==> src/rtl/hu_audiodec_pkg.sv <==
// Shared types and constants for the audio-decoder DMA read fetch path.
package hu_audiodec_pkg;

    typedef enum logic [2:0] {
        ST_IDLE  = 3'd0,
        ST_REQ   = 3'd1,
        ST_DATA  = 3'd2,
        ST_DRAIN = 3'd3,
        ST_DONE  = 3'd4
    } fetch_state_t;

    localparam logic [2:0] DMA_SIZE_64     = 3'b011;
    localparam int         BURST_BEATS_DEF = 16;
    localparam int         FIFO_DEPTH_DEF  = 32;

endpackage

==> src/rtl/hu_audiodec_fifo64.sv <==
// 64-bit synchronous FIFO with occupancy count; the count drives the DMA credit check.
module hu_audiodec_fifo64 #(
    parameter int DEPTH = 32
) (
    input  logic                     clk,
    input  logic                     rst,
    input  logic                     push,
    input  logic [63:0]              push_data,
    input  logic                     pop,
    output logic [63:0]              pop_data,
    output logic [$clog2(DEPTH):0]   count,
    output logic                     full,
    output logic                     empty
);

    localparam int AW = (DEPTH > 1) ? $clog2(DEPTH) : 1;
    localparam int CW = $clog2(DEPTH) + 1;

    logic [63:0]   mem [DEPTH];
    logic [AW-1:0] wr_ptr;
    logic [AW-1:0] rd_ptr;
    logic          do_push;
    logic          do_pop;

    assign do_push  = push && !full;
    assign do_pop   = pop && !empty;
    assign full     = (count == CW'(DEPTH));
    assign empty    = (count == '0);
    assign pop_data = mem[rd_ptr];

    always_ff @(posedge clk) begin
        if (do_push) begin
            mem[wr_ptr] <= push_data;
        end
    end

    always_ff @(posedge clk or posedge rst) begin
        if (rst) begin
            wr_ptr <= '0;
            rd_ptr <= '0;
            count  <= '0;
        end else begin
            if (do_push) begin
                wr_ptr <= (wr_ptr == AW'(DEPTH - 1)) ? '0 : wr_ptr + 1'b1;
            end
            if (do_pop) begin
                rd_ptr <= (rd_ptr == AW'(DEPTH - 1)) ? '0 : rd_ptr + 1'b1;
            end
            case ({do_push, do_pop})
                2'b10:   count <= count + 1'b1;
                2'b01:   count <= count - 1'b1;
                default: count <= count;
            endcase
        end
    end

endmodule

==> src/rtl/hu_audiodec_dma_rd_fetch.sv <==
// Fetches the compressed stream over the 64-bit DMA read port and unpacks each
// beat into two 32-bit words for the decoder core.
//
//   state    | meaning
//   ---------+----------------------------------------------------------
//   IDLE  0  | waiting for conf_done
//   REQ   1  | issue next burst request once the FIFO has room for it
//   DATA  2  | accept the beats of the outstanding burst
//   DRAIN 3  | all beats received, wait for the last word to be consumed
//   DONE  4  | one-cycle fetch_done pulse
module hu_audiodec_dma_rd_fetch
    import hu_audiodec_pkg::*;
#(
    parameter int BURST_BEATS = BURST_BEATS_DEF,
    parameter int FIFO_DEPTH  = FIFO_DEPTH_DEF
) (
    input  logic        clk,
    input  logic        rst,
    input  logic        conf_done,
    input  logic [31:0] conf_info_src_index,
    input  logic [31:0] conf_info_num_beats,
    output logic        dma_read_ctrl_valid,
    input  logic        dma_read_ctrl_ready,
    output logic [31:0] dma_read_ctrl_data_index,
    output logic [31:0] dma_read_ctrl_data_length,
    output logic [2:0]  dma_read_ctrl_data_size,
    input  logic        dma_read_chnl_valid,
    input  logic [63:0] dma_read_chnl_data,
    output logic        dma_read_chnl_ready,
    output logic        smp_valid,
    output logic [31:0] smp_data,
    output logic        smp_last,
    input  logic        smp_ready,
    output logic        fetch_done,
    output logic [31:0] debug
);

    localparam int CW = $clog2(FIFO_DEPTH) + 1;

    fetch_state_t    state;
    fetch_state_t    state_nxt;

    logic [31:0]     cur_index;
    logic [31:0]     remaining;
    logic [31:0]     burst_cnt;
    logic [31:0]     pop_remaining;
    logic [31:0]     req_len;
    logic [31:0]     free_slots;
    logic            ctrl_valid_q;
    logic [31:0]     ctrl_index_q;
    logic [31:0]     ctrl_length_q;
    logic [15:0]     rx_cnt;

    logic [CW-1:0]   fifo_count;
    logic            fifo_full;
    logic            fifo_empty;
    logic [63:0]     fifo_dout;

    logic [63:0]     beat_q;
    logic            beat_valid;
    logic            beat_hi;
    logic            beat_last;

    logic            start;
    logic            req_hs;
    logic            beat_push;
    logic            beat_pop;
    logic            last_hs;

    assign start      = (state == ST_IDLE) && conf_done;
    assign req_hs     = ctrl_valid_q && dma_read_ctrl_ready;
    assign beat_push  = dma_read_chnl_valid && dma_read_chnl_ready;
    assign req_len    = (remaining > 32'(BURST_BEATS)) ? 32'(BURST_BEATS) : remaining;
    assign free_slots = 32'(FIFO_DEPTH) - 32'(fifo_count);

    // The unpacker reloads in the same cycle its upper word is taken, so a
    // steady smp_ready gives one word every cycle.
    assign beat_pop  = !fifo_empty && (!beat_valid || (beat_hi && smp_ready));
    assign smp_valid = beat_valid;
    assign smp_data  = beat_hi ? beat_q[63:32] : beat_q[31:0];
    assign smp_last  = beat_valid && beat_hi && beat_last;
    assign last_hs   = smp_valid && smp_ready && smp_last;

    hu_audiodec_fifo64 #(
        .DEPTH (FIFO_DEPTH)
    ) u_fifo (
        .clk       (clk),
        .rst       (rst),
        .push      (beat_push),
        .push_data (dma_read_chnl_data),
        .pop       (beat_pop),
        .pop_data  (fifo_dout),
        .count     (fifo_count),
        .full      (fifo_full),
        .empty     (fifo_empty)
    );

    always_ff @(posedge clk or posedge rst) begin
        if (rst) begin
            state <= ST_IDLE;
        end else begin
            state <= state_nxt;
        end
    end

    always_comb begin
        state_nxt = state;
        case (state)
            ST_IDLE: begin
                if (conf_done) begin
                    state_nxt = (conf_info_num_beats == 32'd0) ? ST_DONE : ST_REQ;
                end
            end
            ST_REQ: begin
                if (req_hs) begin
                    state_nxt = ST_DATA;
                end
            end
            ST_DATA: begin
                if (beat_push && (burst_cnt == 32'd1)) begin
                    state_nxt = (remaining != 32'd0) ? ST_REQ : ST_DRAIN;
                end
            end
            ST_DRAIN: begin
                if (last_hs) begin
                    state_nxt = ST_DONE;
                end
            end
            ST_DONE: state_nxt = ST_IDLE;
            default: state_nxt = ST_IDLE;
        endcase
    end

    always_comb begin
        dma_read_ctrl_valid       = ctrl_valid_q;
        dma_read_ctrl_data_index  = ctrl_index_q;
        dma_read_ctrl_data_length = ctrl_length_q;
        dma_read_ctrl_data_size   = DMA_SIZE_64;
        dma_read_chnl_ready       = (state == ST_DATA) && !fifo_full;
        fetch_done                = (state == ST_DONE);
        debug                     = {rx_cnt, 13'd0, state};
    end

    always_ff @(posedge clk or posedge rst) begin
        if (rst) begin
            cur_index     <= '0;
            remaining     <= '0;
            burst_cnt     <= '0;
            pop_remaining <= '0;
            ctrl_valid_q  <= 1'b0;
            ctrl_index_q  <= '0;
            ctrl_length_q <= '0;
            rx_cnt        <= '0;
            beat_q        <= '0;
            beat_valid    <= 1'b0;
            beat_hi       <= 1'b0;
            beat_last     <= 1'b0;
        end else begin
            if (start) begin
                cur_index     <= conf_info_src_index;
                remaining     <= conf_info_num_beats;
                pop_remaining <= conf_info_num_beats;
                rx_cnt        <= '0;
            end

            // Request is registered and held until accepted; the length is
            // fixed at assertion so the credit it reserved cannot change.
            if (state == ST_REQ) begin
                if (req_hs) begin
                    ctrl_valid_q <= 1'b0;
                    cur_index    <= cur_index + ctrl_length_q;
                    remaining    <= remaining - ctrl_length_q;
                    burst_cnt    <= ctrl_length_q;
                end else if (!ctrl_valid_q && (free_slots >= req_len)) begin
                    ctrl_valid_q  <= 1'b1;
                    ctrl_index_q  <= cur_index;
                    ctrl_length_q <= req_len;
                end
            end

            if (beat_push) begin
                burst_cnt <= burst_cnt - 32'd1;
                rx_cnt    <= rx_cnt + 16'd1;
            end

            if (beat_pop) begin
                beat_q        <= fifo_dout;
                beat_valid    <= 1'b1;
                beat_hi       <= 1'b0;
                beat_last     <= (pop_remaining == 32'd1);
                pop_remaining <= pop_remaining - 32'd1;
            end else if (beat_valid && smp_ready) begin
                if (!beat_hi) begin
                    beat_hi <= 1'b1;
                end else begin
                    beat_valid <= 1'b0;
                end
            end
        end
    end

endmodule

==> config.mk <==
export PLATFORM = sky130hd
export DESIGN_NAME = hu_audiodec_dma_rd_fetch
export DESIGN_NICKNAME = d
export VERILOG_FILES = /design/src/rtl/hu_audiodec_pkg.sv /design/src/rtl/hu_audiodec_fifo64.sv /design/src/rtl/hu_audiodec_dma_rd_fetch.sv
export SDC_FILE = /design/constraint.sdc
export NUM_CORES = 2
export LEC_CHECK = 0
export CORE_UTILIZATION = 30
export DETAILED_ROUTE_END_ITERATION = 12
export GPL_TIMING_DRIVEN = 0
export PLACE_DENSITY_LB_ADDON = 0.1
export SYNTH_ARGS = -nofsm -noshare
export SYNTH_HDL_FRONTEND = slang
export SYNTH_HIERARCHICAL = 1
export SYNTH_SLANG_ARGS = --single-unit
==> constraint.sdc <==
create_clock -name clk -period 15.5 [get_ports clk]
set_clock_uncertainty 0.2 [all_clocks]
set_input_delay 3.1 -clock clk [delete_from_list [all_inputs] [get_ports clk]]
set_output_delay 3.1 -clock clk [all_outputs]
set_load 0.1 [all_outputs]
Word-level counts from Yosys, hierarchy flattened
Memories as Yosys holds them, arrays and structs flattened. A register that Yosys moved wholly into a read port is not among the register bits.
Cells that the tools add are included.
{ "totals": {"regBits": 231, "mem_bits_rw": 2048, "input_bits": 134, "output_inout_bits": 136, "elab_cells": 114, "memories": 1} }
{ "classes": {"add_sub_neg": 10, "order_cmp": 2, "eq_ne": 15, "mux": 34, "n_bitwise": 1, "reduce_logical": 36} }
{ "memory_table": {"columns": ["memory", "depth", "word_bits", "read_ports", "rd_clocked_by_memory_dff", "write_ports", "line", "rtl"], "rows": [
  ["u_fifo.mem", 32, 64, 1, 1, 1, "hu_audiodec_fifo64.sv:19", "logic [63:0] mem [DEPTH];"]
]} }
{ "ops": {"columns": ["op", "n"], "rows": [
  ["32-bit two-way mux", 13],
  ["32-bit by 1-bit == test with 1-bit output (second input constant)", 2],
  ["32-bit by 1-bit subtractor with 32-bit output (second input constant)", 2],
  ["32-bit adder", 1],
  ["32-bit greater-or-equal comparator", 1],
  ["32-bit by 5-bit > comparator with 1-bit output (second input constant)", 1],
  ["32-bit zero test", 1],
  ["16-bit two-way mux", 2],
  ["32-bit nonzero test", 1],
  ["32-bit subtractor", 1],
  ["16-bit by 1-bit adder with 16-bit output (second input constant)", 1],
  ["2-bit nonzero test", 8],
  ["3-bit two-way mux", 5],
  ["1-bit logical AND", 14],
  ["3-bit one-hot mux with 4 select lines", 1],
  ["6-bit one-hot mux with 2 select lines", 1],
  ["5-bit by 1-bit adder with 5-bit output (second input constant)", 2],
  ["5-bit == test (second input constant)", 2],
  ["5-bit two-way mux", 2],
  ["1-bit two-way mux", 9],
  ["2-bit inequality test (second input constant)", 4],
  ["6-bit by 6-bit subtractor with 7-bit output (first input constant)", 1],
  ["6-bit by 1-bit adder with 6-bit output (second input constant)", 1],
  ["3-bit by 2-bit == test with 1-bit output (second input constant)", 2],
  ["15 further kinds", 20]
]} }

Logic depth before layout (Yosys ltp)
{ "logic_depth": {"word_depth": 7, "mapped_depth": 18, "depth_no_buf": 15} }

Cells and area by module
The synthesis kept the hierarchy.
{ "modules_own_cells": {"columns": ["module", "n_inst", "cells_per_inst", "area_per_inst_um2", "seq_area_each_um2"], "rows": [
  ["hu_audiodec_fifo64", 1, 3493, 78370.2, 61899.4],
  ["hu_audiodec_dma_rd_fetch", 1, 1974, 16961.3, 6981.7]
]} }

Least setup slack after synthesis
Ideal clock, no wire load.
{ "synth_path": {"path_type": "flip-flop to flip-flop", "startpoint": "reg state[1]", "endpoint": "mem u_fifo.mem[23][0], enable pin", "setup_time_ns": 0.487, "arrival_time_ns": 8.693, "required_time_ns": 14.813, "path_slack_ns": 6.121, "stages_incl_launch_ff": 12, "path_buffers": 4, "synth_period_minus_slack_ns": 9.379, "cell_sequence": "dfrtp_1 clkbuf_1 inv_1 nor4_1 nand2_1 inv_1 clkbuf_1 clkbuf_1 o31a_1 buf_6 nand2_1 nor2_1"} }
{ "synth_between": {"elab_chain_len": 6} }
{ "synth_lines": {"columns": ["item", "line", "rtl"], "rows": [
  ["from (decl)", "hu_audiodec_dma_rd_fetch.sv:40", "fetch_state_t state;"],
  ["from (signal assigned)", "hu_audiodec_dma_rd_fetch.sv:102", "state <= state_nxt;"],
  ["3-bit by 2-bit == test with 1-bit output", "hu_audiodec_dma_rd_fetch.sv:139", "dma_read_chnl_ready = (state == ST_DATA) && !fifo_full;"],
  ["1-bit logical AND", "hu_audiodec_dma_rd_fetch.sv:139", null],
  ["named net dma_read_chnl_ready", "hu_audiodec_dma_rd_fetch.sv:29", "output logic dma_read_chnl_ready,"],
  ["1-bit logical AND", "hu_audiodec_dma_rd_fetch.sv:72", "assign beat_push = dma_read_chnl_valid && dma_read_chnl_ready;"],
  ["named net beat_push", "hu_audiodec_dma_rd_fetch.sv:66", "logic beat_push;"],
  ["1-bit logical AND", "hu_audiodec_fifo64.sv:25", "assign do_push = push && !full;"],
  ["1-bit two-way mux", "hu_audiodec_fifo64.sv:32", "if (do_push) begin"],
  ["1-bit two-way mux (implied by the code)", "hu_audiodec_fifo64.sv:33", "mem[wr_ptr] <= push_data;"],
  ["to (decl)", "hu_audiodec_fifo64.sv:19", null]
]} }
The timed path passes the listed nets, and every way through them passes these cells.

Worst setup path in the final report
{ "layout_path": {"startpoint": "reg beat_hi", "endpoint": "out smp_data[25]"} }
{ "layout_between": {"elab_chain_len": 1} }
{ "layout_lines": {"columns": ["item", "line", "rtl"], "rows": [
  ["from (decl)", "hu_audiodec_dma_rd_fetch.sv:61", "logic beat_hi;"],
  ["from (signal assigned)", "hu_audiodec_dma_rd_fetch.sv:156", "beat_hi <= 1'b0;"],
  ["from (signal assigned)", "hu_audiodec_dma_rd_fetch.sv:189", "beat_hi <= 1'b0;"],
  ["from (signal assigned)", "hu_audiodec_dma_rd_fetch.sv:194", "beat_hi <= 1'b1;"],
  ["32-bit two-way mux", "hu_audiodec_dma_rd_fetch.sv:80", "assign smp_data = beat_hi ? beat_q[63:32] : beat_q[31:0];"],
  ["to (decl)", "hu_audiodec_dma_rd_fetch.sv:31", "output logic [31:0] smp_data,"]
]} }
Every way passes these cells.

==> impl_results.md <==
- Die width: 566 um
- Synth async-reset ratio: between 10% and 20%
- Placed inst area: approximately 0.11 mm2
- Number of synthesized flops with an enable pin: just over 2000
- Cell area after synthesis: 0.0953 mm2
- Top Metal Used: met5
- Via count: 55200
- Routability congestion estimate: about 0.83
- Worst hold slack: 0.271 ns
- Fill cells: 29700
- CTS buffer count: roughly 280
- Most common cell after layout, fill and taps aside: edfxtp_1
- Period utilization: around half
- Most used cell, CP: clkbuf_1
- Worst Path Required: around 12 ns
- DRC errors left: 0
- DR WL met3: about 16000 um
- CP Cell Sequence: clkbuf_1, clkbuf_1, mux2_2, clkdlybuf4s50_1
- Metal-1 WL: 148000 um
- Netlist cell types: 85
- Top-area cell type share of the netlist area: 64.5%
- Syn_area_per_cell: approximately 17 um2
- Tmin final: 7.88 ns
- CP arrival: 4.58 ns
- Register area share after synthesis: just over 70%
- Setup CP Type: flop to primary output
- Max-cap viol count: 1
- Final Hold Viols: 0
- Port-buffer cells: 253
- Row cnt: 206
- Core area: between 0.3 and 0.4 mm2
- Total global-route track usage: between 20% and 30%
- Setup violators final: 0
- RSZ-0062 raised after global routing: false
- DR WL/cell: roughly 31 um
- Worst-path clk slew: 0.06 ns
- First-pass GRT wire length: between 400000 and 500000 um
- CP top delay family: buffers and inverters
- Commonest cells after routing, fill and taps aside: edfxtp_1, nand2_1, mux4_2
- TritonCTS clock tree: done
- Met2 WL: around 160000 um
- Synth Warn #: 6
- H-tree lvl count: 5
- Post-CTS Resized: 0
- Crit path buf inv count: 3
- Total gr overflow: 0
- DRT Wirelength: 332000 um
- Slowest stage cell, crit path: clkdlybuf4s50_1
- Hold buffers post-CTS: 0
- ANT nets after route: 0
- Slew Limit Headroom: -5.63%
- Clock sinks: approximately 2300
- Status: complete, but fails checks
- Post-Synthesis Cells: about 5500
- Area leader, netlist: edfxtp_1
- Area contributors post-synth: edfxtp_1, mux4_2, dfrtp_1
- P per Cell Area: between 150 and 200 mW/mm2
- CTS root buf: clkbuf_16
- Starting density of the core: 30.2%
- Max-slew violations: 2
- Lkg Pwr: around 38 nW
- Final Cell Area: between 0.1 and 0.15 mm2
- Vias in the first global route: ~56000
- Maximum vdd ir drop: approximately 0.16 mV
- Layout area overhead: 20.5%
- Most used DFF post-synth: edfxtp_1
- Largest net degree at the start of global routing: 108
- Failing checks: max-capacitance violations, max-slew violations
- CP max stage delay: around 1.2 ns
- # IOs: 270
- Post-layout nets: 6423
- Synthesized flop and latch total: approximately 2300
- Die height: ~570 um
- Fmax: ~130 MHz
- Critical path capture point type: primary output
- Initial antenna violation count: 24
- Fin util: 36.4%
- Via density per instance: approximately 5.2
- Worst-Skew Late Latency: 0.91 ns
- Router iterations before antenna repair: 5
- Die area: around 0.32 mm2
- Least-Margin Pin Slew: between 1.5 and 2 ns
- Crit Path Max Fanout: 10
- Startpoint Class: flop
- Layout cells sized above 1: 19.2%
- Post-CTS Setup Bufs: 0
- Clk buf depth: 4
- Hold crit path type: flop to flop
- Dpl hpwl: ~230000 um
- DRT iter0 DRCs: roughly 5400
[state kept, by name, indices dropped and copies added (netlist names)]
name and flops:
dma_read_ctrl_data_length 32, smp_valid 1, u_fifo/wr_ptr 5, beat_last 1, rx_cnt 16, beat_hi 1, remaining 32, beat_q 64
cur_index 32, burst_cnt 32, state 3, dma_read_ctrl_valid 1, pop_remaining 32, dma_read_ctrl_data_index 32, u_fifo/rd_ptr 5, u_fifo/mem 2048
u_fifo/count 6
[layout make-up]
class / count / area [um2] / area share (%)
Buffer: 306 / 1580 / 1.37
Inverter: 70 / 283 / 0.246
Tap cell: 4160 / 5200 / 4.53
Clock buffer: 362 / 7500 / 6.53
Clock inverter: 131 / 1100 / 0.961
Antenna cell: 8 / 20.0 / 0.0174
Sequential cell: 2343 / 68900 / 59.9
Multi-Input combinational cell: 2789 / 25000 / 21.8
Timing Repair Buffer: 383 / 5320 / 4.63
[cell usage after synthesis (all sizes together), types with 29 or more instances]
master	instances
o21ai	109
o211ai	34
a22oi	94
ha	112
mux2	85
o22ai	143
nor2	188
dfrtp	295
nor4	29
edfxtp	2048
nand3	64
a21oi	160
nand2	493
clkbuf	131
mux4	409
nor3	44
a31oi	50
inv	69
xnor2	36
mux2i	211
a21o	43
a211oi	103
buf	175
[worst reg2reg max path, delay by kind of cell, from the launching register on]
family | cells | cell delay (ns)
buffers and inverters | 9 | 2.96
AO/OA/AOI/OAI | 1 | 0.31
AND/OR/NAND/NOR | 4 | 2.56
flip-flops | 1 | 0.35
[routing by layer]
layer	GRT usage, %	vias to the layer above
li1	-	23400
met1	28.5	29800
met2	34.1	1597
met3	2.48	425
met4	5.14	4
met5	0	-
[worst paths after layout]
kind / startpoint / endpoint / slack, ns / cells past startpoint
setup / recovery: beat_hi$_DFFE_PP0P_ / smp_data[25] / 7.62 / 4
min in group asynchronous: rst / rx_cnt[6]$_DFFE_PP0P_ / 2.72 / 2
hold reg to reg: beat_q[23]$_DFFE_PP0P_ / beat_q[23]$_DFFE_PP0P_ / 0.27 / 2
setup reg to reg: state[1]$_DFFE_PP0P_ / u_fifo/mem[29][48]$_DFFE_PP_ / 8.82 / 14
max in group asynchronous: rst / cur_index[29]$_DFF_PP0_ / 11.32 / 3
hold / removal: beat_q[23]$_DFFE_PP0P_ / beat_q[23]$_DFFE_PP0P_ / 0.27 / 2
[through the flow]
stage / power, mW / TNS, ns / setup slack (ns) / instances
2_1_floorplan: 13.0 / 0 / 4.51 / 5508
3_3_place_gp: 16.1 / -305.56 / -1.15 / 9921
3_5_place_dp: 16.1 / 0 / 6.83 / 10100
4_1_cts: 22.5 / 0 / 7.59 / 10500
5_1_grt: 23.2 / 0 / 7.59 / 10500
6_report: 22.2 / 0 / 7.62 / 10600
[logic make-up (layout without fill, tap and decap cells)]
| family | after synthesis | count (layout) | share of synthesized area, % |
|---|---|---|---|
| AO/OA/AOI/OAI | 876 | 876 | 6.13 |
| adder cells (fa/ha/maj) | 115 | 115 | 1.53 |
| AND/OR/NAND/NOR | 989 | 989 | 4.69 |
| other | 2 | 51 | 0.00788 |
| multiplexers | 705 | 705 | 12.9 |
| buffers and inverters | 376 | 1252 | 1.94 |
| XOR/XNOR | 61 | 61 | 0.560 |
| flip-flops | 2343 | 2343 | 72.3 |
[power by group]
part | internal (mW) | switching, mW
logic | 2.78 | 5.51
registers | 7.28 | 0.370
clock network | 3.61 | 2.67
total | 13.7 | 8.56
Note: power is estimated with default switching activity, not from simulation.
